$ cat src/rtl/nt_trigger_monitor_if.sv
// Trigger-monitor control/observe bundle.
// master drives en/clr/a/b/arm/blk/thresh; slave returns hit/cnt/state/alarm.
interface nt_trigger_monitor_if #(
  parameter int CH    = 4,
  parameter int CNT_W = 8
);
  logic             en;
  logic             clr;
  logic [CH-1:0]    a;
  logic [CH-1:0]    b;
  logic [CH-1:0]    arm;
  logic [CH-1:0]    blk0;
  logic [CH-1:0]    blk1;
  logic [CNT_W-1:0] thresh;
  logic [CH-1:0]    hit;
  logic [CNT_W-1:0] cnt;
  logic [1:0]       state;
  logic             alarm;

  modport master (
    output en, clr, a, b, arm,
    output blk0, blk1, thresh,
    input  hit, cnt, state, alarm
  );

  modport slave (
    input  en, clr, a, b, arm,
    input  blk0, blk1, thresh,
    output hit, cnt, state, alarm
  );
endinterface

$ cat src/rtl/nt_trigger_monitor.sv
// Multi-channel trigger monitor: delayed pair/arm, per-channel hit, sticky alarm.
// Ports: CLK, RSTB (async active-low), bus (slave: controls in, hit/cnt/state/alarm out).
module nt_trigger_monitor #(
  parameter int CH    = 4,
  parameter int DEPTH = 2,
  parameter int CNT_W = 8
) (
  input  logic                 CLK,
  input  logic                 RSTB,
  nt_trigger_monitor_if.slave  bus
);

  typedef enum logic [1:0] {
    IDLE  = 2'd0,
    COUNT = 2'd1,
    ALERT = 2'd2
  } state_e;

  logic [CH-1:0]    g_dly_q [DEPTH];
  logic [CH-1:0]    g_dly_d [DEPTH];
  logic [CH-1:0]    a_dly_q [DEPTH];
  logic [CH-1:0]    a_dly_d [DEPTH];
  logic [CH-1:0]    hit_q;
  logic [CH-1:0]    hit_d;
  state_e           state_q;
  state_e           state_d;
  logic [CNT_W-1:0] cnt_q;
  logic [CNT_W-1:0] cnt_d;
  logic             alarm_q;
  logic             alarm_d;
  logic             any_hit;
  logic             thr_hit;
  logic             cnt_max;

  always_comb begin
    g_dly_d[0] = bus.a & bus.b;
    a_dly_d[0] = bus.arm;
    for (int i = 1; i < DEPTH; i++) begin
      g_dly_d[i] = g_dly_q[i-1];
      a_dly_d[i] = a_dly_q[i-1];
    end
  end

  // Blocks act on the same edge hit registers; they are not delayed.
  assign hit_d = ~(bus.blk0 | bus.blk1)
               & a_dly_q[DEPTH-1]
               & ~g_dly_q[DEPTH-1];

  always_ff @(posedge CLK or negedge RSTB) begin
    if (!RSTB) begin
      for (int i = 0; i < DEPTH; i++) begin
        g_dly_q[i] <= '0;
        a_dly_q[i] <= '0;
      end
      hit_q <= '0;
    end else begin
      for (int i = 0; i < DEPTH; i++) begin
        g_dly_q[i] <= g_dly_d[i];
        a_dly_q[i] <= a_dly_d[i];
      end
      hit_q <= hit_d;
    end
  end

  assign any_hit = |hit_q;
  assign cnt_max = &cnt_q;
  assign thr_hit = (bus.thresh != '0)
                && (cnt_q >= bus.thresh);

  always_comb begin
    state_d = state_q;
    cnt_d   = cnt_q;
    unique case (state_q)
      IDLE: begin
        if (bus.en) state_d = COUNT;
      end
      COUNT: begin
        // Alarm check outranks leaving on en=0;
        // the count freezes on either exit.
        if (thr_hit) begin
          state_d = ALERT;
        end else if (!bus.en) begin
          state_d = IDLE;
        end else if (any_hit && !cnt_max) begin
          cnt_d = cnt_q + 1'b1;
        end
      end
      ALERT: begin
        state_d = ALERT;
      end
      default: begin
        state_d = IDLE;
      end
    endcase
    if (bus.clr) begin
      state_d = IDLE;
      cnt_d   = '0;
    end
  end

  assign alarm_d = (state_d == ALERT);

  always_ff @(posedge CLK or negedge RSTB) begin
    if (!RSTB) begin
      state_q <= IDLE;
      cnt_q   <= '0;
      alarm_q <= 1'b0;
    end else begin
      state_q <= state_d;
      cnt_q   <= cnt_d;
      alarm_q <= alarm_d;
    end
  end

  assign bus.hit   = hit_q;
  assign bus.cnt   = cnt_q;
  assign bus.state = state_q;
  assign bus.alarm = alarm_q;

endmodule

$ cat src/flat_wrapper.sv
// flat-port wrapper written by rule: the top's interface ports become plain ports
module nt_trigger_monitor_flat 
#(
  parameter int CH    = 4,
  parameter int DEPTH = 2,
  parameter int CNT_W = 8
)
  (CLK, RSTB, bus_en, bus_clr, bus_a, bus_b, bus_arm, bus_blk0, bus_blk1, bus_thresh, bus_hit, bus_cnt, bus_state, bus_alarm);
  nt_trigger_monitor_if #(.CH(CH), .CNT_W(CNT_W)) bus_i ();
  input  logic CLK;
  input  logic RSTB;
  input wire logic [$bits(bus_i.en)-1:0] bus_en;
  input wire logic [$bits(bus_i.clr)-1:0] bus_clr;
  input wire logic [$bits(bus_i.a)-1:0] bus_a;
  input wire logic [$bits(bus_i.b)-1:0] bus_b;
  input wire logic [$bits(bus_i.arm)-1:0] bus_arm;
  input wire logic [$bits(bus_i.blk0)-1:0] bus_blk0;
  input wire logic [$bits(bus_i.blk1)-1:0] bus_blk1;
  input wire logic [$bits(bus_i.thresh)-1:0] bus_thresh;
  output wire logic [$bits(bus_i.hit)-1:0] bus_hit;
  output wire logic [$bits(bus_i.cnt)-1:0] bus_cnt;
  output wire logic [$bits(bus_i.state)-1:0] bus_state;
  output wire logic [$bits(bus_i.alarm)-1:0] bus_alarm;
  assign bus_i.en = bus_en;
  assign bus_i.clr = bus_clr;
  assign bus_i.a = bus_a;
  assign bus_i.b = bus_b;
  assign bus_i.arm = bus_arm;
  assign bus_i.blk0 = bus_blk0;
  assign bus_i.blk1 = bus_blk1;
  assign bus_i.thresh = bus_thresh;
  assign bus_hit = bus_i.hit;
  assign bus_cnt = bus_i.cnt;
  assign bus_state = bus_i.state;
  assign bus_alarm = bus_i.alarm;
  nt_trigger_monitor #(.CH(CH), .DEPTH(DEPTH), .CNT_W(CNT_W)) u_core (.CLK(CLK), .RSTB(RSTB), .bus(bus_i));
endmodule
$ cat config.mk
export PLATFORM = sky130hd
export DESIGN_NAME = nt_trigger_monitor_flat
export DESIGN_NICKNAME = d
export VERILOG_FILES = /design/src/rtl/nt_trigger_monitor_if.sv /design/src/rtl/nt_trigger_monitor.sv /design/src/flat_wrapper.sv
export SDC_FILE = /design/constraint.sdc
export NUM_CORES = 1
export LEC_CHECK = 0
export CAP_MARGIN = 15
export CELL_PAD_IN_SITES_DETAIL_PLACEMENT = 1
export CELL_PAD_IN_SITES_GLOBAL_PLACEMENT = 2
export CORE_MARGIN = 4
export CORE_UTILIZATION = 27
export DETAILED_ROUTE_END_ITERATION = 8
export MAX_ROUTING_LAYER = met4
export PLACE_DENSITY = 0.82
export SYNTH_ARGS = -nofsm -noshare
export SYNTH_HDL_FRONTEND = slang
export SYNTH_SLANG_ARGS = --single-unit
$ cat constraint.sdc
create_clock -name CLK -period 2.5 [get_ports CLK]
set_input_delay 0.5 -clock CLK [delete_from_list [all_inputs] [get_ports CLK]]
set_output_delay 0.5 -clock CLK [all_outputs]
set_load 0.05 [all_outputs]
==> metrics.csv <==
metric,value,unit
status,"complete, no violations",
r2r setup slk,0.29,ns
Pint,802,uW
post-route setup TNS,0,ns
Longest Clk Path Bufs,2,
Num CTS Buffers,5,
Via Count,1157,
vias in the first global route,1297,
Avg Inst Size Synth,11.5,um2
Main synth FF type,dfrtp_1,
"Slew Viols, Final",0,
power density over the cells,499,nW/um2
Met3 Wirelength,289,um
IO Port Bufs,46,
Routed Antenna Nets,0,
synthesis-stage register bit count,31,
top-count cell post-synth,dfrtp_1,
"wirelength, routed",3630,um
diode count,0,
Async SR Flop Fraction,1.00,
wire length per cell,14.9,um
hold_buf cts,0,
Slew headroom,0.618,
"area leader, netlist",dfrtp_1,
Die H,79.5,um
fin nets,217,
TritonRoute pass-1 iters,4,
Site Rows,25,
worst path required time,2.70,ns
total grt overflow,0,
post-DP HPWL,2820,um
number of flops mapped to enable cells by yosys,0,
max_cap viols,0,
ranking of synthesized cells by area,"dfrtp_1 (56%), ha_1 (8.2%), mux2_1 (3.3%), a21oi_1 (2.9%), inv_1 (2.7%)",
Leakage,0.896,nW
CP arrival,2.59,ns
Area Growth Syn to Fin,50.9,%
Mapped Cells,120,
Startpoint Class,input port,
TritonCTS clock tree,done,
Fin. Hold Viols,0,
share of cells above drive strength 1,0.114,
syn_nets,161,
Switching Fraction,0.228,
worst path cell trace,clkdlybuf4s50_1 > ha_1 > nand2b_1 > a2111oi_4 > o32ai_4 > or4_1 > a21oi_1,
worst min path class,reg2reg,
critical path class,in2reg,
largest net degree at the start of global routing,32,
Reg power frac,0.506,
Metal-1 WL,1550,um
global-route wire length before repair,6120,um
Worst Hold Path EP,u_core.g_dly_q[3]$_DFF_PN0_,
final core utilization,0.429,
Multi-input gate area,586,um2
Fmax achieved,0.417,GHz
Clock Sink Count,31,
Synth top area share,0.563,
Crit path largest cell delay,0.52,ns
initial antenna violation count,0,
Skew-Pair Late Insertion Delay,0.28,ns
crit path capture type,flip-flop,
RSZ-0062 raised after global routing,false,
synthesized cell area,1380,um2
Setup Viol. Count Final,0,
core area,4850,um2
clock slew at reported path FFs,0.06,ns
CP max-delay cell,or4_1,
period utilization,0.959,
Root Driver,clkbuf_8,
cells on worst reg2reg path,7,
Iteration-0 DRC Markers,62,
final clock skew,0.00243,ns
Filler Cell Count,526,
sequential area share after synthesis,0.563,
Final Wtd Congestion,0.820,
DRC Markers,0,
Least-Margin Pin Slew,0.571,ns
hold depth,0,
postcts setup bufs,0,
total power,1.04,mW
combinational share of power,0.116,
fin crit period,2.40,ns
P_sw,237,uW
Die X,79.5,um
IO Count,47,
CP max FO,6,
yosys warns,0,
clock power share,0.378,
FF+latch area,777,um2
uppermost routed layer,met4,
r2r startpoint,u_core.bus.cnt[0]$_DFFE_PN0P_,
Worst R2R End,u_core.bus.cnt[6]$_DFFE_PN0P_,
hold slack,0.350,ns
HP Start,u_core.g_dly_d[3]$_DFF_PN0_,
H-tree depth,2,
DIE AREA,6310,um2
GRT Util Overall,0.131,
Routed met2 length,1730,um
Yosys cell types,28,
Via-to-Cell Ratio,4.76,
Initial Util,0.284,
Commonest cells post-synth,"dfrtp_1 (31), inv_1 (10), ha_1 (9), a21oi_1 (8), nor2_1 (8)",
VDD IR max,360,uV
[power by group through the flow]
stage                     Sequential (mW)  Clock (mW)  Combinational, mW
after floorplan                     0.545           0             0.0258
after global placement              0.534           0              0.114
after detailed placement            0.535           0              0.118
after CTS                           0.526       0.409              0.119
after global routing                0.527       0.429              0.133
final                               0.525       0.392              0.121
[routing by layer]
metal / up-vias / global-route usage
met5: - / -
met4: 0 / 0.0567
met3: 6 / 0.0451
met2: 49 / 0.210
met1: 566 / 0.148
li1: 536 / -
[worst max-delay path by stage]
stage                                   from                            end  slack [ns]  cells past startpoint
6_report                       bus_thresh[0]  u_core.bus.cnt[6]$_DFFE_PN0P_        0.10                      7
3_3_place_gp                   bus_thresh[0]  u_core.bus.cnt[5]$_DFFE_PN0P_       -0.30                      7
4_1_cts                        bus_thresh[0]  u_core.bus.cnt[5]$_DFFE_PN0P_        0.03                      7
5_1_grt                        bus_thresh[0]  u_core.bus.cnt[0]$_DFFE_PN0P_       0.001                      8
3_5_place_dp                   bus_thresh[0]  u_core.bus.cnt[5]$_DFFE_PN0P_       -0.36                      7
2_1_floorplan  u_core.bus.cnt[0]$_DFFE_PN0P_  u_core.bus.cnt[2]$_DFFE_PN0P_        0.08                      8
[sequential cells by signal, indices dropped and copies added, names as in the netlist]
name / flops
u_core.bus.state: 2
u_core.bus.alarm: 1
u_core.g_dly_q: 4
u_core.g_dly_d: 4
u_core.a_dly_d: 4
u_core.bus.cnt: 8
u_core.a_dly_q: 4
u_core.bus.hit: 4
[per-stage QoR]
step | instances | cell area (um2) | setup WS, ns
floorplan | 120 | 1380 | 0.0814
global placement | 236 | 1950 | -0.300
detailed placement | 236 | 1950 | -0.359
CTS | 243 | 2040 | 0.0265
global route | 243 | 2080 | 0.00117
finish | 243 | 2080 | 0.102
[layout by cell type, fill, tap and decap left out, types with 2 or more instances in the layout]
cell type        Yosys  final
inv_1               10     10
nor2_1               8      8
clkdlybuf4s50_1      0     46
nand3_1              4      4
or3_1                4      4
and2_1               4      4
or4_1                3      3
dfrtp_1             31     30
mux2_1               4      4
nand2_1              3      3
buf_4                0      5
a21oi_1              8      7
clkbuf_8             0      6
ha_1                 9      9
nor4b_1              4      4
o21ai_1              3      3
nand4_1              2      2
o21a_1               2      2
nor3_1               3      3
nor2b_1              6      6
[critical path: cells and delay by family]
family | cells | cell delay, ns
AOI/OAI and AO/OA | 3 | 0.67
adders and majority gates | 1 | 0.24
buffers and inverters | 1 | 0.48
and+or+nand+nor | 2 | 0.70
[cells by family after synthesis]
family	after synthesis	synth area share
AO/OA/AOI/OAI	18	0.0907
AND/OR/NAND/NOR	45	0.191
multiplexers	4	0.0327
adder cells (fa/ha/maj)	9	0.0817
buffers and inverters	13	0.0408
flip-flops	31	0.563
[cell type report]
| cell class | instances | share of cell area |
|---|---|---|
| Sequential cell | 31 | 0.373 |
| Multi-Input combinational cell | 76 | 0.281 |
| Timing Repair Buffer | 52 | 0.245 |
| Tap cell | 67 | 0.0403 |
| Clock buffer | 6 | 0.0397 |
| Inverter | 10 | 0.0180 |
| Clock inverter | 1 | 0.00241 |
[repair_timing]
item,CTS,global route
resized for setup,1,5
pin swaps,0,2
cloned,0,0
endpoints found under the setup margin,6,8
No activity file was read; power rests on OpenSTA's default activity.
